===== src/rtl/mem_arbiter_pkg.sv =====
// ---------------------------------------------------------------------------
// mem_arbiter_pkg
// Shared definitions for the fetch/data cache-port arbiter: request mode
// encodings, arbiter state and owner enums, the request record carried from
// each requester to the cache port, and a helper that builds a fetch request.
// Optional feature macro used by mem_arbiter: ARB_ROUND_ROBIN_EN.
// ---------------------------------------------------------------------------
package mem_arbiter_pkg;

   localparam logic MEMREQ_READ  = 1'b0;
   localparam logic MEMREQ_WRITE = 1'b1;

   typedef enum logic [1:0] {
      IDLE   = 2'd0,
      WAIT_I = 2'd1,
      WAIT_D = 2'd2
   } arb_state_t;

   typedef enum logic {
      OWNER_I = 1'b0,
      OWNER_D = 1'b1
   } arb_owner_t;

   typedef struct packed {
      logic        mode;
      logic [31:0] addr;
      logic [31:0] wdata;
      logic [3:0]  wstrb;
   } memreq_t;

   // Fetch requests are always reads with no write payload.
   function automatic memreq_t fetch_req(input logic [31:0] addr);
      memreq_t r;
      r.mode  = MEMREQ_READ;
      r.addr  = addr;
      r.wdata = 32'h0;
      r.wstrb = 4'h0;
      return r;
   endfunction

endpackage


===== src/rtl/mem_arbiter_memreq_latch.sv =====
// ---------------------------------------------------------------------------
// memreq_latch
// Holds one requester's pulsed request until the arbiter grants it.
// Ports:
//   clk, rstn     clock, synchronous active-low reset
//   i_pulse       request pulse from the requester
//   i_fields      request fields presented with the pulse
//   i_block       requester already has a request outstanding at the cache
//   i_clear       arbiter grants this requester this cycle
//   o_pending     a latched request is waiting for a grant
//   o_fields      effective request: latched fields when pending, otherwise
//                 the live inputs (so a same-cycle grant can use them)
// ---------------------------------------------------------------------------
module memreq_latch
   import mem_arbiter_pkg::*;
(
   input  logic    clk,
   input  logic    rstn,
   input  logic    i_pulse,
   input  memreq_t i_fields,
   input  logic    i_block,
   input  logic    i_clear,
   output logic    o_pending,
   output memreq_t o_fields
);

   logic    r_pending;
   memreq_t r_fields;

   // A grant takes priority over capture: a live pulse that wins in the same
   // cycle goes straight to the cache and must not also be left pending.
   // Pulses while pending or outstanding are protocol violations and dropped.
   always_ff @(posedge clk) begin
      if (!rstn) begin
         r_pending <= 1'b0;
         r_fields  <= '0;
      end else if (i_clear) begin
         r_pending <= 1'b0;
      end else if (i_pulse && !r_pending && !i_block) begin
         r_pending <= 1'b1;
         r_fields  <= i_fields;
      end
   end

   assign o_pending = r_pending;
   assign o_fields  = r_pending ? r_fields : i_fields;

endmodule


===== src/rtl/mem_arbiter.sv =====
// ---------------------------------------------------------------------------
// mem_arbiter
// Shares the single cache request port between instruction fetch (I) and
// data access (D). Pulsed requests are latched per requester, one winner is
// issued to the cache at a time, and the cache response pulse/data is routed
// back to the owner one cycle later.
// Ports:
//   clk, rstn                    clock, synchronous active-low reset
//   i_req, i_addr                fetch request pulse and address (read only)
//   i_resp_en, i_resp_data       fetch response pulse and data
//   d_req, d_mode, d_addr,
//   d_wdata, d_wstrb             data request pulse and fields
//   d_resp_en, d_resp_data       data response pulse and data (0 for writes)
//   mem_req_en, mem_req_mode,
//   mem_req_addr, mem_req_wdata,
//   mem_req_wstrb                cache request (enable is a one-cycle pulse;
//                                fields hold between requests)
//   mem_resp_en, mem_resp_data   cache response
// Configuration macro: ARB_ROUND_ROBIN_EN
//   defined   : ties alternate, granting the requester not granted last
//   undefined : fixed priority, data wins every tie
// ---------------------------------------------------------------------------
module mem_arbiter
   import mem_arbiter_pkg::*;
(
   input  logic        clk,
   input  logic        rstn,
   input  logic        i_req,
   input  logic [31:0] i_addr,
   output logic        i_resp_en,
   output logic [31:0] i_resp_data,
   input  logic        d_req,
   input  logic        d_mode,
   input  logic [31:0] d_addr,
   input  logic [31:0] d_wdata,
   input  logic [3:0]  d_wstrb,
   output logic        d_resp_en,
   output logic [31:0] d_resp_data,
   output logic        mem_req_en,
   output logic        mem_req_mode,
   output logic [31:0] mem_req_addr,
   output logic [31:0] mem_req_wdata,
   output logic [3:0]  mem_req_wstrb,
   input  logic        mem_resp_en,
   input  logic [31:0] mem_resp_data
);

   arb_state_t  r_state,        w_state_next;
   arb_owner_t  r_last_grant,   w_last_grant_next;
   logic        r_mem_req_en,   w_mem_req_en_next;
   memreq_t     r_mem_req,      w_mem_req_next;
   logic        r_i_resp_en,    w_i_resp_en_next;
   logic [31:0] r_i_resp_data,  w_i_resp_data_next;
   logic        r_d_resp_en,    w_d_resp_en_next;
   logic [31:0] r_d_resp_data,  w_d_resp_data_next;

   logic        w_grant_i, w_grant_d;
   logic        w_pend_i,  w_pend_d;
   logic        w_cand_i,  w_cand_d;
   logic        w_tie_pick_d;
   logic        w_pick_d;
   memreq_t     w_req_i,   w_req_d;
   memreq_t     w_live_i,  w_live_d;

   assign w_live_i = fetch_req(i_addr);
   assign w_live_d = '{mode: d_mode, addr: d_addr, wdata: d_wdata, wstrb: d_wstrb};

   memreq_latch u_latch_i (
      .clk       (clk),
      .rstn      (rstn),
      .i_pulse   (i_req),
      .i_fields  (w_live_i),
      .i_block   (r_state == WAIT_I),
      .i_clear   (w_grant_i),
      .o_pending (w_pend_i),
      .o_fields  (w_req_i)
   );

   memreq_latch u_latch_d (
      .clk       (clk),
      .rstn      (rstn),
      .i_pulse   (d_req),
      .i_fields  (w_live_d),
      .i_block   (r_state == WAIT_D),
      .i_clear   (w_grant_d),
      .o_pending (w_pend_d),
      .o_fields  (w_req_d)
   );

   // Candidates only matter in IDLE, where nothing is outstanding, so a live
   // pulse is always acceptable there.
   assign w_cand_i = w_pend_i | i_req;
   assign w_cand_d = w_pend_d | d_req;

`ifdef ARB_ROUND_ROBIN_EN
   assign w_tie_pick_d = (r_last_grant == OWNER_I);
`else
   assign w_tie_pick_d = 1'b1;
`endif

   assign w_pick_d = w_cand_d && (!w_cand_i || w_tie_pick_d);

   always_comb begin
      w_state_next       = r_state;
      w_last_grant_next  = r_last_grant;
      w_mem_req_en_next  = 1'b0;
      w_mem_req_next     = r_mem_req;
      w_i_resp_en_next   = 1'b0;
      w_i_resp_data_next = r_i_resp_data;
      w_d_resp_en_next   = 1'b0;
      w_d_resp_data_next = r_d_resp_data;
      w_grant_i          = 1'b0;
      w_grant_d          = 1'b0;

      case (r_state)
         IDLE: begin
            // Responses arriving here have no owner and are dropped.
            if (w_cand_i || w_cand_d) begin
               w_mem_req_en_next = 1'b1;
               if (w_pick_d) begin
                  w_grant_d         = 1'b1;
                  w_mem_req_next    = w_req_d;
                  w_state_next      = WAIT_D;
                  w_last_grant_next = OWNER_D;
               end else begin
                  w_grant_i         = 1'b1;
                  w_mem_req_next    = w_req_i;
                  w_state_next      = WAIT_I;
                  w_last_grant_next = OWNER_I;
               end
            end
         end
         WAIT_I: begin
            if (mem_resp_en) begin
               w_i_resp_en_next   = 1'b1;
               w_i_resp_data_next = mem_resp_data;
               w_state_next       = IDLE;
            end
         end
         WAIT_D: begin
            if (mem_resp_en) begin
               w_d_resp_en_next   = 1'b1;
               // The outstanding request's mode is still held on the port.
               w_d_resp_data_next = (r_mem_req.mode == MEMREQ_WRITE) ? 32'h0 : mem_resp_data;
               w_state_next       = IDLE;
            end
         end
         default: begin
            w_state_next = IDLE;
         end
      endcase
   end

   always_ff @(posedge clk) begin
      if (!rstn) begin
         r_state       <= IDLE;
         r_last_grant  <= OWNER_D;
         r_mem_req_en  <= 1'b0;
         r_mem_req     <= '0;
         r_i_resp_en   <= 1'b0;
         r_i_resp_data <= 32'h0;
         r_d_resp_en   <= 1'b0;
         r_d_resp_data <= 32'h0;
      end else begin
         r_state       <= w_state_next;
         r_last_grant  <= w_last_grant_next;
         r_mem_req_en  <= w_mem_req_en_next;
         r_mem_req     <= w_mem_req_next;
         r_i_resp_en   <= w_i_resp_en_next;
         r_i_resp_data <= w_i_resp_data_next;
         r_d_resp_en   <= w_d_resp_en_next;
         r_d_resp_data <= w_d_resp_data_next;
      end
   end

   assign mem_req_en    = r_mem_req_en;
   assign mem_req_mode  = r_mem_req.mode;
   assign mem_req_addr  = r_mem_req.addr;
   assign mem_req_wdata = r_mem_req.wdata;
   assign mem_req_wstrb = r_mem_req.wstrb;
   assign i_resp_en     = r_i_resp_en;
   assign i_resp_data   = r_i_resp_data;
   assign d_resp_en     = r_d_resp_en;
   assign d_resp_data   = r_d_resp_data;

endmodule


===== config.mk =====
export PLATFORM = sky130hd
export DESIGN_NAME = mem_arbiter
export DESIGN_NICKNAME = d
export VERILOG_FILES = /design/src/rtl/mem_arbiter_pkg.sv /design/src/rtl/mem_arbiter_memreq_latch.sv /design/src/rtl/mem_arbiter.sv
export SDC_FILE = /design/constraint.sdc
export NUM_CORES = 1
export LEC_CHECK = 0
export CAP_MARGIN = 20
export CORE_MARGIN = 1
export CORE_UTILIZATION = 55
export CTS_BUF_LIST = sky130_fd_sc_hd__clkbuf_8
export DETAILED_ROUTE_END_ITERATION = 8
export MAX_ROUTING_LAYER = met4
export PLACE_DENSITY = 0.86
export REMOVE_ABC_BUFFERS = 1
export SLEW_MARGIN = 15
export SYNTH_ARGS = -nofsm -noshare
export SYNTH_HDL_FRONTEND = slang
export SYNTH_HIERARCHICAL = 1
export SYNTH_SLANG_ARGS = --single-unit

===== constraint.sdc =====
create_clock -name clk -period 3.9 [get_ports clk]
set_input_delay 0.78 -clock clk [delete_from_list [all_inputs] [get_ports clk]]
set_output_delay 0.78 -clock clk [all_outputs]
set_load 0.02 [all_outputs]

# ---- After elaboration in Yosys (flattened, before gate mapping)
# Cells that the tools add are included.
dict set report classes {
  add_sub_neg 0
  n_mul 0
  n_div 0
  magnitude_cmp 0
  eq_ne 4
  n_shift 0
  n_mux 16
  n_bitwise 5
  n_reduce_logical 22
}
# op count
set ops {}
lappend ops {{69-bit 2-to-1 mux} 2}
lappend ops {{68-bit 2-to-1 mux} 1}
lappend ops {{32-bit 2-to-1 mux} 1}
lappend ops {{2-bit AND reduction} 9}
lappend ops {{1-bit 2-to-1 mux} 8}
lappend ops {{2-bit 2-to-1 mux} 3}
lappend ops {{2-bit OR reduction} 3}
lappend ops {{1-bit logical AND} 4}
lappend ops {{1-bit zero test} 4}
lappend ops {{2-bit case mux with 2 select lines} 1}
lappend ops {{1-bit NOT} 3}
lappend ops {{2-bit by 1-bit == test with 1-bit output (second input constant)} 1}
lappend ops {{2-bit == test (second input constant)} 1}
lappend ops {{2-bit zero test} 1}
lappend ops {{2-bit by 1-bit != test with 1-bit output (second input constant)} 1}
lappend ops {{2-bit != test (second input constant)} 1}
lappend ops {{1-bit OR} 2}
lappend ops {{1-bit logical OR} 1}
dict set report totals {
  register_bits 241
  latchBits 0
  ram_bits 0
  romBits 0
  in_bits 138
  output_inout_bits 136
  elab_cells 64
  mem_count 0
}

# ---- Depth between registers and ports, before layout
# Gate-level depths: netlist (run 1).
dict set report depth {
  word_depth 6
  ltp_mapped 9
  depth_no_buf 6
}

# ---- By module
# Netlist (run 1), hierarchy kept.
# mod n_inst cells_per_inst area_per_inst_um2 seq_area_each_um2
set modules_own_cells {}
lappend modules_own_cells {memreq_latch 2 381 3593.4 1401.3}
lappend modules_own_cells {mem_arbiter 1 472 5103.6 2762.6}

# ---- Worst setup path after synthesis (run 1)
# Ideal clock, no wire load.
dict set report synth_timing {
  kind {input to register}
  startpoint {input port d_req}
  endpoint {register u_latch_d/r_fields[48] (netlist bit)}
  setup_ns 0.072
  arrival_ns 2.222
  required_time_ns 3.828
  slack_ns 1.606
  cell_stages 8
  path_buffers 4
  cell_sequence {nor2_2 > buf_2 > nor2b_1 > nor4b_2 > buf_4 > buf_8 > buf_8 > mux2i_1}
}
dict set report synth_between {
  elab_chain_cells 6
  elab_cells_between_ends 9
  classes_between {mux (3); bitwise (2); reduce/logical (4)}
}
# element line_no
set synth_rtl {}
lappend synth_rtl {{from (decl)} mem_arbiter.sv:32} ;# input logic d_req,
lappend synth_rtl {{1-bit OR (*)} mem_arbiter.sv:93} ;# assign w_cand_d = w_pend_d | d_req;
lappend synth_rtl {{1-bit 2-to-1 mux or 1-bit logical OR (tied branches)} {mem_arbiter.sv:120, mem_arbiter.sv:118}}
lappend synth_rtl {{1-bit 2-to-1 mux (*)} mem_arbiter.sv:118} ;# if (w_cand_i || w_cand_d) begin
lappend synth_rtl {{1-bit 2-to-1 mux (*)} mem_arbiter.sv:115} ;# case (r_state)
lappend synth_rtl {{named net w_grant_d} mem_arbiter.sv:57} ;# logic w_grant_i, w_grant_d;
lappend synth_rtl {{1-bit NOT (no line) (*)} -}
lappend synth_rtl {{2-bit AND reduction (no line) (*)} -}
lappend synth_rtl {{to (signal assigned)} mem_arbiter_memreq_latch.sv:41} ;# r_fields <= i_fields;
lappend synth_rtl {{to (decl)} mem_arbiter_memreq_latch.sv:28} ;# memreq_t r_fields;
# The timed path passes the listed nets; every way through them passes the cells marked *.
# A chain may end at the register's enable or synchronous reset.

# ---- Final worst setup path (run 1)
dict set report layout_timing {
  startpoint {register r_mem_req, in the netlist mem_req_mode}
  endpoint {output port mem_req_mode}
}
# element line_no
set layout_lines {}
lappend layout_lines {{from (decl)} mem_arbiter.sv:51} ;# memreq_t r_mem_req, w_mem_req_next;
lappend layout_lines {{from (signal assigned)} mem_arbiter.sv:168} ;# r_mem_req <= w_mem_req_next;
lappend layout_lines {{to (decl)} mem_arbiter.sv:40} ;# output logic mem_req_mode,
# No word-level cell between the ends.

==> flow_metrics.env, run 1 <==
export IMPL_grt_pass1_vias=10400
export IMPL_drv_cap=0
export IMPL_seq_area_frac_synth_pct=45.3
export IMPL_maxSlewHeadroom_pct=33.6
export IMPL_min_path_cells=2
export IMPL_core_area_sq_mm=0.0219
export IMPL_drt_iter0_markers=510
export IMPL_die_h_um=151
export IMPL_wl_um=32800
export IMPL_post_cts_buffers=0
export IMPL_grt_setup_unrepaired="no"
export IMPL_port_buffer_count=273
export IMPL_nFillCells=1550
export IMPL_pre_cts_ws_ns=1.15
export IMPL_netlist_area_sq_mm=0.0123
export IMPL_cts_made_buffers=47
export IMPL_status="completed"
export IMPL_final_cell_mix="nand2_1, dfxtp_1, clkdlybuf4s50_1"
export IMPL_fin_skew_ns=0.0215
export IMPL_io_pins=274
export IMPL_start_util_pct=56.1
export IMPL_cp_top_family="buffers and inverters"
export IMPL_slowest_delay_ns=0.66
export IMPL_dieWidth_um=151
export IMPL_clockBufferDepth=3
export IMPL_ant_nets=0
export IMPL_drv_slew=0
export IMPL_vias_per_cell=5.39
export IMPL_power_density_mw_per_mm2=503
export IMPL_yosys_cell_types_count=29
export IMPL_worstPathMaxFanout=3
export IMPL_end_kind="output pin"
export IMPL_drc=0
export IMPL_vias=10000
export IMPL_leakage_nw=6.48
export IMPL_seqCellArea_sq_mm=0.00557
export IMPL_p_comb_share_pct=25.9
export IMPL_stdcell_count=1866
export IMPL_htree_levels=2
export IMPL_p_clk_share_pct=32.7
export IMPL_synth_fa_ha_area_share_pct=0.305
export IMPL_std_cell_rows=54
export IMPL_min_period_ns=2.36
export IMPL_multiInputGateArea_sq_mm=0.00649
export IMPL_synth_top_cell_by_area="dfxtp_1"
export IMPL_fin_ws_ns=1.54
export IMPL_arrival_ns=1.58
export IMPL_async_reset_ff_share_pct=0
export IMPL_synth_xor_area_share_pct=0
export IMPL_cts_hold_buf=0
export IMPL_worst_path_buf_inv=1
export IMPL_cts_root_buffer="clkbuf_8"
export IMPL_cts_sinks=278
export IMPL_dieArea_sq_mm=0.0229
export IMPL_drive_gt1_share_pct=15.0
export IMPL_ys_warn_count=6
export IMPL_cp_slowest_cell="clkdlybuf4s50_1"
export IMPL_grtUsageTotal_pct=28.7
export IMPL_cts_resized=0
export IMPL_synth_compound_area_share_pct=8.93
export IMPL_grt_overflow_total=0
export IMPL_required_ns=3.12
export IMPL_hold_viol=0
export IMPL_ys_flop_type="dfxtp_1"
export IMPL_synth_top_family_by_area="multiplexers"
export IMPL_place_congestion=0.773
export IMPL_path_depth=1
export IMPL_syn_inst=1234
export IMPL_insertion_delay_ns=0.55
export IMPL_pwr_share_seq_pct=41.5
export IMPL_cts_tree="built"
export IMPL_nNetsFinal=1687
export IMPL_startpoint_type="register"
export IMPL_synth_simple_area_share_pct=11.5
export IMPL_ir_drop_uv=344
export IMPL_path_class="reg -> out"
export IMPL_hold_path_class="reg -> reg"
export IMPL_final_common_cell="nand2_1"
export IMPL_setup_viol=0
export IMPL_ys_ff_latch=278
export IMPL_worstPathCellList="clkdlybuf4s50_1"
export IMPL_synth_edf_count=0
export IMPL_grt_max_degree=221
export IMPL_internal_power_mw=5.76
export IMPL_post_drt_wl_per_cell_um=17.6
export IMPL_fin_crit_sh_pct=60.4
export IMPL_drt_pass1_iterations=5
export IMPL_dp_hpwl_um=20400
export IMPL_synth_area_per_cell_sq_um=9.96
export IMPL_antenna_found_initial=4
export IMPL_area_growth_pct=33.3
export IMPL_synth_top_cells_by_area="dfxtp_1, mux2i_1, mux2_2"
export IMPL_worstMarginPinSlew_ns=0.995
export IMPL_r2r_cells=4
export IMPL_p_sw_share_pct=30.1
export IMPL_p_sw_mw=2.48
export IMPL_power_mw=8.24
export IMPL_grt_pass1_wl_um=50700
export IMPL_path_clk_slew_ns=0.06
export IMPL_dp_cells=1777
export IMPL_yosys_area_top_type_share_pct=45.3
export IMPL_synth_area_mux_share_pct=29.5
export IMPL_clock_fmax_mhz=424
state kept, by name, indices dropped and copies added (netlist names):
| name | flops |
|---|---|
| u_latch_i/o_pending | 1 |
| i_resp_data | 32 |
| u_latch_d/r_fields | 69 |
| u_latch_i/r_fields | 69 |
| mem_req_en | 1 |
| r_state | 2 |
| d_resp_en | 1 |
| mem_req_wstrb | 4 |
| u_latch_d/o_pending | 1 |
| mem_req_mode | 1 |
| i_resp_en | 1 |
| d_resp_data | 32 |
| mem_req_addr | 32 |
| mem_req_wdata | 32 |
cell type report:
cell class / instances / area share, %
multi-input combinational: 923 / 39.6
clock inverter: 21 / 0.710
timing repair buffer: 290 / 17.9
sequential: 278 / 34.0
antenna: 4 / 0.0611
clock buffer: 64 / 5.38
tap: 280 / 2.14
inverter: 6 / 0.137
power by group through the flow:
stage	Combinational, mW	Sequential, mW	Clock, mW
final	2.13	3.42	2.69
after global routing	2.27	3.45	2.89
after CTS	2.13	3.41	2.74
after detailed placement	2.11	3.46	0
after global placement	2.05	3.45	0
after floorplan	1.10	3.67	0
per-layer routing:
| layer | routed length [um] | share of wire, % | global-route usage (%) |
|---|---|---|---|
| met1 | 13700 | 42 | 32.4 |
| met2 | 15800 | 48 | 48.0 |
| met3 | 2070 | 6.3 | 6.83 |
| met4 | 1200 | 3.7 | 13.4 |
| met5 | 0 | 0 | - |
metrics by stage:
| stage | hold slack (ns) | instance area, sq um | util, % | TNS (ns) |
|---|---|---|---|---|
| floorplan | 0.431 | 12000 | - | -907.43 |
| global placement | 0.438 | 15400 | 70.2 | 0 |
| detailed placement | 0.444 | 15400 | 70.2 | 0 |
| CTS | 0.457 | 16400 | 74.8 | 0 |
| global route | 0.470 | 16400 | 74.8 | 0 |
| finish | 0.453 | 16400 | 74.8 | 0 |
logic make-up (layout without fill, tap and decap cells):
family	Yosys count	after routing
flops	278	278
mux	345	345
buf+inv	106	381
simple gates	361	361
compound gates	140	140
fa+ha+maj	3	3
other cells	1	78
final timing paths:
kind                       endpoint  slack, ns              startpoint
max reg2reg        mem_req_addr[16]       1.75     u_latch_d/o_pending
min          u_latch_i/r_fields[47]       0.45  u_latch_i/r_fields[47]
min reg2reg  u_latch_i/r_fields[47]       0.45  u_latch_i/r_fields[47]
max                    mem_req_mode       1.54            mem_req_mode
cell usage after synthesis (2+ instances only):
| cell | instances |
|---|---|
| buf_2 | 38 |
| o211a_1 | 2 |
| clkbuf_1 | 44 |
| buf_8 | 4 |
| nand2_1 | 344 |
| o2bb2ai_1 | 69 |
| nor2_2 | 2 |
| buf_4 | 12 |
| inv_1 | 5 |
| nor4b_2 | 2 |
| ha_1 | 3 |
| nor2b_1 | 5 |
| nor2_1 | 3 |
| mux2i_1 | 207 |
| mux2_2 | 138 |
| a21oi_1 | 34 |
| dfxtp_1 | 278 |
| a22o_1 | 32 |
| buf_6 | 2 |
(Power assumes the default switching activity.)
==> run 2, diff against run 1 <==
--- a/config.mk
+++ b/config.mk
@@ -7,11 +7,11 @@
 export LEC_CHECK = 0
 export CAP_MARGIN = 20
 export CORE_MARGIN = 1
-export CORE_UTILIZATION = 55
+export CORE_UTILIZATION = 48
 export CTS_BUF_LIST = sky130_fd_sc_hd__clkbuf_8
 export DETAILED_ROUTE_END_ITERATION = 8
 export MAX_ROUTING_LAYER = met4
-export PLACE_DENSITY = 0.86
+export PLACE_DENSITY = 0.8
 export REMOVE_ABC_BUFFERS = 1
 export SLEW_MARGIN = 15
 export SYNTH_ARGS = -nofsm -noshare
==> constraint.sdc (replaced) <==
create_clock -name clk -period 1.9 [get_ports clk]
set_input_delay 0.38 -clock clk [delete_from_list [all_inputs] [get_ports clk]]
set_output_delay 0.38 -clock clk [all_outputs]
set_load 0.02 [all_outputs]
==> run 2 against run 1 <==
Core utilization shrank 7.6 points. Flip-flop and latch count is the same. Register-to-register slack lost 1.6 ns. Hold slack lost 0.25 ns. Combinational power grew 110%. Critical path depth is the same. Cell count grew 3.8%. Routed wire length shrank 0.25%. Largest power group unchanged. Highest routed layer unchanged.
==> flow_metrics.env, run 2 (same netlist as run 1, synthesis figures left out) <==
export IMPL_drv_cap=0
export IMPL_final_cell_mix="nand2_1, dfxtp_1, mux2i_1"
export IMPL_pre_cts_ws_ns=-0.294
export IMPL_status="completed"
export IMPL_fin_area_sq_mm=0.0169
export IMPL_grt_setup_unrepaired="no"
export IMPL_seqCellArea_sq_mm=0.00558
export IMPL_fin_crit_sh_pct=97.7
export IMPL_path_clk_slew_ns=0.06
export IMPL_vias_per_cell=5.15
export IMPL_setup_viol=0
export IMPL_multiInputGateArea_sq_mm=0.00652
export IMPL_arrival_ns=1.48
export IMPL_dp_cells=1850
export IMPL_pwr_share_seq_pct=41.8
export IMPL_cts_root_buffer="clkbuf_8"
export IMPL_vias=9974
export IMPL_maxSlewHeadroom_pct=61.1
export IMPL_fin_skew_ns=0.0239
export IMPL_cp_top_family="buffers and inverters"
export IMPL_worstPathMaxFanout=1
export IMPL_dieArea_sq_mm=0.0262
export IMPL_grt_pass1_vias=10100
export IMPL_power_density_mw_per_mm2=989
export IMPL_cts_made_buffers=48
export IMPL_p_sw_share_pct=30.4
export IMPL_nNetsFinal=1717
export IMPL_cts_sinks=278
export IMPL_drc=0
export IMPL_nFillCells=1966
export IMPL_htree_levels=2
export IMPL_tns_ns=0
export IMPL_drive_gt1_share_pct=16.8
export IMPL_slowest_delay_ns=0.61
export IMPL_end_kind="output pin"
export IMPL_cp_slowest_cell="clkdlybuf4s50_1"
export IMPL_drt_pass1_iterations=5
export IMPL_hold_viol=0
export IMPL_area_growth_pct=37.8
export IMPL_worst_path_buf_inv=1
export IMPL_leakage_nw=7.93
export IMPL_grt_pass1_wl_um=50500
export IMPL_grt_max_degree=146
export IMPL_p_clk_share_pct=31.0
export IMPL_internal_power_mw=11.7
export IMPL_worstPathCellList="clkdlybuf4s50_1"
export IMPL_drv_slew=0
export IMPL_p_comb_share_pct=27.2
export IMPL_ant_nets=0
export IMPL_final_common_cell="nand2_1"
export IMPL_clock_fmax_mhz=539
export IMPL_post_drt_wl_per_cell_um=16.9
export IMPL_port_buffer_count=273
export IMPL_wl_um=32700
export IMPL_dp_hpwl_um=20900
export IMPL_startpoint_type="register"
export IMPL_top_regs="u_latch_d/r_fields (69), u_latch_i/r_fields (69)"
export IMPL_dpl_cell_area_sq_mm=0.0158
export IMPL_dieWidth_um=162
export IMPL_stdcell_count=1937
export IMPL_grt_overflow_total=0
export IMPL_required_ns=1.52
export IMPL_die_h_um=162
export IMPL_cts_tree="built"
export IMPL_hold_path_class="in -> reg"
export IMPL_fin_ws_ns=0.0433
export IMPL_worstMarginPinSlew_ns=0.583
export IMPL_path_class="reg -> out"
export IMPL_core_area_sq_mm=0.0252
export IMPL_final_core_util_pct=67.3
export IMPL_place_congestion=0.796
export IMPL_ir_drop_uv=715
export IMPL_std_cell_rows=58
export IMPL_drt_iter0_markers=522
export IMPL_start_util_pct=48.8
export IMPL_antenna_found_initial=1
export IMPL_min_period_ns=1.86
export IMPL_insertion_delay_ns=0.55
export IMPL_clockBufferDepth=3
export IMPL_grtUsageTotal_pct=24.5
export IMPL_p_sw_mw=5.10
export IMPL_io_pins=274
[run 2: cell count changes in the layout (fill, tap and decap cells not counted), sizes merged]
cell and delta:
dlygate4sd2 +65, clkinvlp -1, inv -4, dlymetal6s2s +57
bufinv -1, clkinv +5, clkdlybuf4s50 -122, buf +27
clkbuf -2, diode -3
[run 2: routing by layer]
layer  wire length, um  global-route usage (%)  vias to the layer above  share of wire, %
met2             15700                    41.2                      279                48
met1             14200                    28.9                     4731                43
li1                  -                       -                     4894                 -
met4               899                    8.49                        0               2.7
met5                 0                       -                        -                 0
met3              1940                    5.31                       70               5.9
[run 2: area by class of cell]
cell class                      count  area share [%]
Antenna cell                        1          0.0148
Tap cell                          330            2.44
Inverter                            6           0.133
Sequential cell                   278            32.9
Clock buffer                       60            4.88
Multi-Input combinational cell    923            38.5
Clock inverter                     20           0.495
Timing Repair Buffer              319            20.6
[run 2: power by group through the flow]
stage	Clock [mW]	Combinational (mW)	Sequential, mW
floorplan	0	2.27	7.54
global placement	0	4.51	7.09
finish	5.19	4.57	7.00
global route	5.59	4.87	7.07
detailed placement	0	4.59	7.10
CTS	5.32	4.46	6.99
[run 2: path summary, 6_finish.rpt]
kind,start,endpoint,slack [ns],cells past startpoint
worst min-delay path,rstn,u_latch_d/o_pending,0.20,2
worst min register to register,i_resp_data[26],i_resp_data[26],0.45,2
worst max register to register,r_state[1],u_latch_d/r_fields[53],0.11,8
worst max-delay path,d_resp_en,d_resp_en,0.04,1
[run 2: metrics by stage]
stage,hold WS (ns),total power [mW]
finish,0.200,16.8
detailed placement,0.445,11.7
CTS,0.162,16.8
global route,0.165,17.5
global placement,0.438,11.6
floorplan,0.431,9.81
[run 2: what timing repair did]
item / in CTS / in global routing
setup endpoints to repair: 65 / 155
hold buffers: 0 / 0
pin swaps: 0 / 1
resized for setup: 65 / 69
gates cloned: 0 / 2
setup buffers: 0 / 4
==> RTL edit 1 (settings of run 2) <==
Add a define of `ARB_ROUND_ROBIN_EN`.
--- a/src/rtl/mem_arbiter.sv
+++ b/src/rtl/mem_arbiter.sv
@@ -20,6 +20,8 @@
 //   defined   : ties alternate, granting the requester not granted last
 //   undefined : fixed priority, data wins every tie
 // ---------------------------------------------------------------------------
+`define ARB_ROUND_ROBIN_EN
+
 module mem_arbiter
    import mem_arbiter_pkg::*;
 (
Formal check against the unedited RTL: not equivalent (a bounded check fails within 4 cycles, from zero or initial values and one cycle with rstn low).
==> RTL edit 1 against run 2 <==
Clock skew fell by 0.00079 ns. Critical path depth rose by 6. Wire length increased by 3.0%. Synthesized area increased by 0.88%. Die area up 0.87%. Setup slack better by 0.025 ns. Design area increased by 0.66%. Sequential cell count is 1 higher. Power increased by 16%.
==> RTL edit 1: results <==
[worst_hold_path]
holdPathEnd = "i_resp_data[18]"
hold_path.class = "input port to flip-flop"
holdPathStages = 2
min-delay-start = "rstn"

[worst_setup_path]
arrival_ns = 2.26
r2r_start = "r_state[1]"
r2r_end = "mem_req_wdata[24]"
rrSetupSlack_ns = 0.07
critPathMaxFanout = 18
r2r_cells = 7

[power]
vdd_drop_max_uv = 689
leakage_nw = 7.47

[synth]
synthDistinctLibCells = 33
synthArstFlopShare = 0
synth_common_cells = "345 x nand2_1, 279 x dfxtp_1, 138 x mux2_2, 138 x mux2i_1"
ys_seq_area_frac = 0.450
yosys-top-cells-area = "dfxtp_1 45%, mux2_2 13%, mux2i_1 11%"
synth_ff_type = "dfxtp_1"
synth_edf_count = 0
postSynthAreaPerCell_um2 = 9.92
ys_warn_count = 6

[placement]
gp_congestion = 0.845
dp_cells = 1874
dpl_cell_area_um2 = 16000
place_ws_ns = -0.282
dp_hpwl_mm = 22.0

[timing]
tightest_slew_ns = 0.601
skew_ns = 0.0231

[grt]
grt_usage = 0.253
grt_use_met1 = 0.295
grt_max_degree = 141
grt_util_met2 = 0.422
grt_pass1_vias = 10300
grt_pass1_wl_mm = 52.1
antenna_found_initial = 2
met3_usage = 0.0568

[cells_and_area]
drive_gt1_frac = 0.181
fillers = 2008
final_nets = 1737
top_regs = "u_latch_d/r_fields (69), u_latch_i/r_fields (69)"
layout.cells.non_filler = 1967
multi_input_comb_area_um2 = 6550

[drt]
drt-initial-drc-count = 562
dr.pass1.iters = 5
viasPerCell = 5.26
routedWlPerCell_um = 17.1

[clock_tree]
insertion_delay_ns = 0.57
clkTransAtPathRegs_ns = 0.06
cts_buffers = 48
cts_root_buffer = "clkbuf_8"
cts_max_path_buffers = 3

[status]
status = "complete, no violations"
[RTL edit 1: cell types whose count changed after synthesis, moves of 32 or more]
cell	before	now
a21boi_0	0	32
a21oi_1	34	1
a221o_1	0	69
mux2i_1	207	138
nor3b_1	1	69
o2bb2ai_1	69	0
[RTL edit 1: cell type report]
cell class,instances,share of cell area
timing repair buffer,333,0.200
inverter,5,0.00110
tap,330,0.0242
clock buffer,67,0.0541
sequential,279,0.328
multi-input combinational,929,0.384
clock inverter,22,0.00785
antenna,2,0.000294
[RTL edit 1: cells by family (layout without fill, tap and decap cells)]
| family | after synthesis | count (layout) | synth area share |
|---|---|---|---|
| muxes | 276 | 276 | 0.237 |
| and+or+nand+nor | 430 | 430 | 0.156 |
| adders and majority gates | 3 | 3 | 0.00303 |
| DFF | 279 | 279 | 0.450 |
| other | 1 | 76 | 0.000302 |
| buffers and inverters | 115 | 427 | 0.0470 |
| AOI/OAI and AO/OA | 146 | 146 | 0.106 |
[RTL edit 1: through the flow]
stage	hold WS [ns]	TNS [ns]
2_1_floorplan	0.431	-1107.68
3_3_place_gp	0.438	-35.27
3_5_place_dp	0.446	-38.73
4_1_cts	0.148	0
5_1_grt	0.160	-0.189
6_report	0.179	0
[RTL edit 1: timing repair]
| item | 4_1_cts | 5_1_grt |
|---|---|---|
| hold buffers | 0 | 0 |
| endpoints found under the setup margin | 121 | 114 |
| setup buffers | 0 | 0 |
| resized for setup | 121 | 26 |
| gates cloned | 0 | 2 |
| pin swaps | 0 | 4 |
[RTL edit 1: per-layer routing]
layer | vias to the layer above | wire [um]
li1 | 5022 | -
met1 | 4929 | 14300
met2 | 338 | 16100
met3 | 66 | 2410
met4 | 0 | 862
met5 | - | 0
[RTL edit 1: report_power, final]
part,internal (W),switching [W],total (W)
sequential,0.00687,0.000568,0.00744
clock,0.00328,0.00248,0.00576
combinational,0.00305,0.00320,0.00625
total,0.0132,0.00624,0.0194
[RTL edit 1: critical path: stages (launching register included)]
cell,delay [ns]
dfxtp_2,0.33
inv_1,0.09
ha_2,0.23
buf_4,0.16
inv_1,0.04
o21a_2,0.25
buf_4,0.22
a221o_1,0.37
[RTL edit 1: worst max-delay path by stage]
stage | from | to | slack [ns] | cells past startpoint
2_1_floorplan | u_latch_i/o_pending | u_latch_d/r_fields[0] | -7.52 | 4
3_5_place_dp | d_req | u_latch_d/r_fields[23] | -0.28 | 7
4_1_cts | d_resp_data[19] | d_resp_data[19] | 0.0002 | 1
6_report | r_state[1] | mem_req_wdata[24] | 0.07 | 7
5_1_grt | r_state[1] | mem_req_wdata[12] | -0.03 | 7
3_3_place_gp | d_req | u_latch_d/r_fields[20] | -0.24 | 7
==> RTL edit 2 (config.mk and constraints of run 2) <==
Without the edit above. Put a register stage on the outputs `mem_req_mode`, `mem_req_addr`, `mem_req_wdata` and `mem_req_wstrb`, cleared by the reset. The values now appear one clock later. The other outputs are not delayed to match. Comments in the files are not updated.
--- a/src/rtl/mem_arbiter.sv
+++ b/src/rtl/mem_arbiter.sv
@@ -174,10 +174,19 @@
    end
 
    assign mem_req_en    = r_mem_req_en;
-   assign mem_req_mode  = r_mem_req.mode;
-   assign mem_req_addr  = r_mem_req.addr;
-   assign mem_req_wdata = r_mem_req.wdata;
-   assign mem_req_wstrb = r_mem_req.wstrb;
+   always_ff @(posedge clk) begin
+      if (!rstn) begin
+         mem_req_mode  <= '0;
+         mem_req_addr  <= '0;
+         mem_req_wdata <= '0;
+         mem_req_wstrb <= '0;
+      end else begin
+         mem_req_mode  <= r_mem_req.mode;
+         mem_req_addr  <= r_mem_req.addr;
+         mem_req_wdata <= r_mem_req.wdata;
+         mem_req_wstrb <= r_mem_req.wstrb;
+      end
+   end
    assign i_resp_en     = r_i_resp_en;
    assign i_resp_data   = r_i_resp_data;
    assign d_resp_en     = r_d_resp_en;
Function: changed (Yosys sat finds a counterexample within 4 cycles, from zero or initial values and one cycle with rstn low).
==> RTL edit 2 against run 2 <==
Power up 15%. Design area up 12%. Sequential cell count up 69. Final cell count up 15%. Setup slack worse by 0.0013 ns. Wire length up 7.7%. Largest cell class is now registers. Sequential power up 22%. Synthesized area up 16%.
==> RTL edit 2: results <==
[worst_setup_path]
crit_family = "buffers and inverters"
r2r_cells = 9
r2r_end = "u_latch_d/r_fields[25]"
r2r_start = "r_state[0]"
arrival_ns = 1.48
crit_path_max_incr_delay_ns = 0.60

[grt]
grt_usage = 0.235
grt_use_met1 = 0.281
grt_pass1_wl_mm = 56.4
grt_util_met2 = 0.397
grt_max_degree = 82
met3_usage = 0.0451

[synth]
ys_seq_area_frac = 0.487
synthDistinctLibCells = 34
synth_common_cells = "406 x nand2_1, 347 x dfxtp_1, 203 x mux2i_1"
yosys-top-cells-area = "dfxtp_1 49%, mux2i_1 14%, mux2_2 11%"
syn_inst = 1446

[drt]
num_vias = 11200
drt-initial-drc-count = 500
viasPerCell = 5.03
routedWlPerCell_um = 15.9

[placement]
gp_congestion = 0.825
dpl_cell_area_um2 = 17800
dp_hpwl_mm = 23.2
dp_cells = 2116

[cells_and_area]
top_regs = "r_mem_req (69), u_latch_d/r_fields (69), u_latch_i/r_fields (69)"
drive_gt1_frac = 0.162
final_nets = 1935
fillers = 2295

[worst_hold_path]
min-delay-start = "rstn"
holdPathStages = 3
hold_path.class = "input port to flip-flop"
holdPathEnd = "u_latch_i/r_fields[38]"

[clock_tree]
cts_root_buffer = "clkbuf_8"
cts_buffers = 56
insertion_delay_ns = 0.58

[power]
leakage_nw = 8.98
vdd_drop_max_uv = 699

[timing]
skew_ns = 0.0241

[status]
status = "complete, no violations"
==> RTL edit 2: worst max path at each step <==
| stage | endpoint | startpoint | cells after the start |
|---|---|---|---|
| after floorplan | u_latch_i/r_fields[0] | u_latch_d/o_pending | 5 |
| after global placement | u_latch_d/r_fields[2] | d_req | 7 |
| after detailed placement | u_latch_d/r_fields[25] | d_req | 7 |
| after CTS | i_resp_data[19] | i_resp_data[19] | 1 |
| after global routing | u_latch_d/r_fields[12] | r_state[0] | 9 |
| final | mem_req_wdata[14] | mem_req_wdata[14] | 1 |
==> RTL edit 2: routing by layer <==
layer  vias up  part of all wire
li1       5478                 -
met1      5303              0.43
met2       326              0.49
met3        61             0.059
met4         0             0.021
met5         -                 0
==> RTL edit 2: repair_timing <==
item,CTS,global route
pin swaps,1,0
endpoints found under the hold margin,0,0
setup buffers,1,1
setup endpoints to repair,165,47
gates resized for setup,110,26
gates cloned,2,0
==> RTL edit 2: where the power goes <==
part           switching [W]  internal, W
Sequential          0.000352      0.00817
Clock                0.00285      0.00330
Combinational        0.00233      0.00224
Total                0.00553       0.0137
==> RTL edit 2: cells by family (layout without fill, tap and decap cells) <==
group / Yosys count / count (layout) / synth area share
AOI/OAI and AO/OA: 145 / 145 / 0.0790
adders and majority gates: 3 / 3 / 0.00263
buffers and inverters: 182 / 498 / 0.0624
DFF: 347 / 347 / 0.487
muxes: 341 / 341 / 0.251
other: 1 / 75 / 0.000263
and+or+nand+nor: 427 / 427 / 0.117
==> RTL edit 2: layout make-up <==
class,instances,area share
flip-flops and latches,347,0.367
multi-input cells,990,0.357
repair buffers,327,0.179
clock buffers,67,0.0487
well taps,384,0.0254
inverters,72,0.0143
clock inverters,32,0.00839
diodes,1,0.000132
==> RTL edit 2: per-stage QoR <==
step                      utilization  hold WS (ns)  power (W)  worst slack [ns]  setup TNS (ns)
after floorplan                     -         0.404     0.0115             -9.44        -1366.81
after detailed placement        0.616         0.419     0.0132            -0.401          -42.54
final                           0.654         0.183     0.0192            0.0419               0
after global routing            0.654         0.159     0.0202          -0.00962        -0.00962
after CTS                       0.652         0.153     0.0194          0.000453               0
after global placement          0.616         0.418     0.0131            -0.335          -39.65
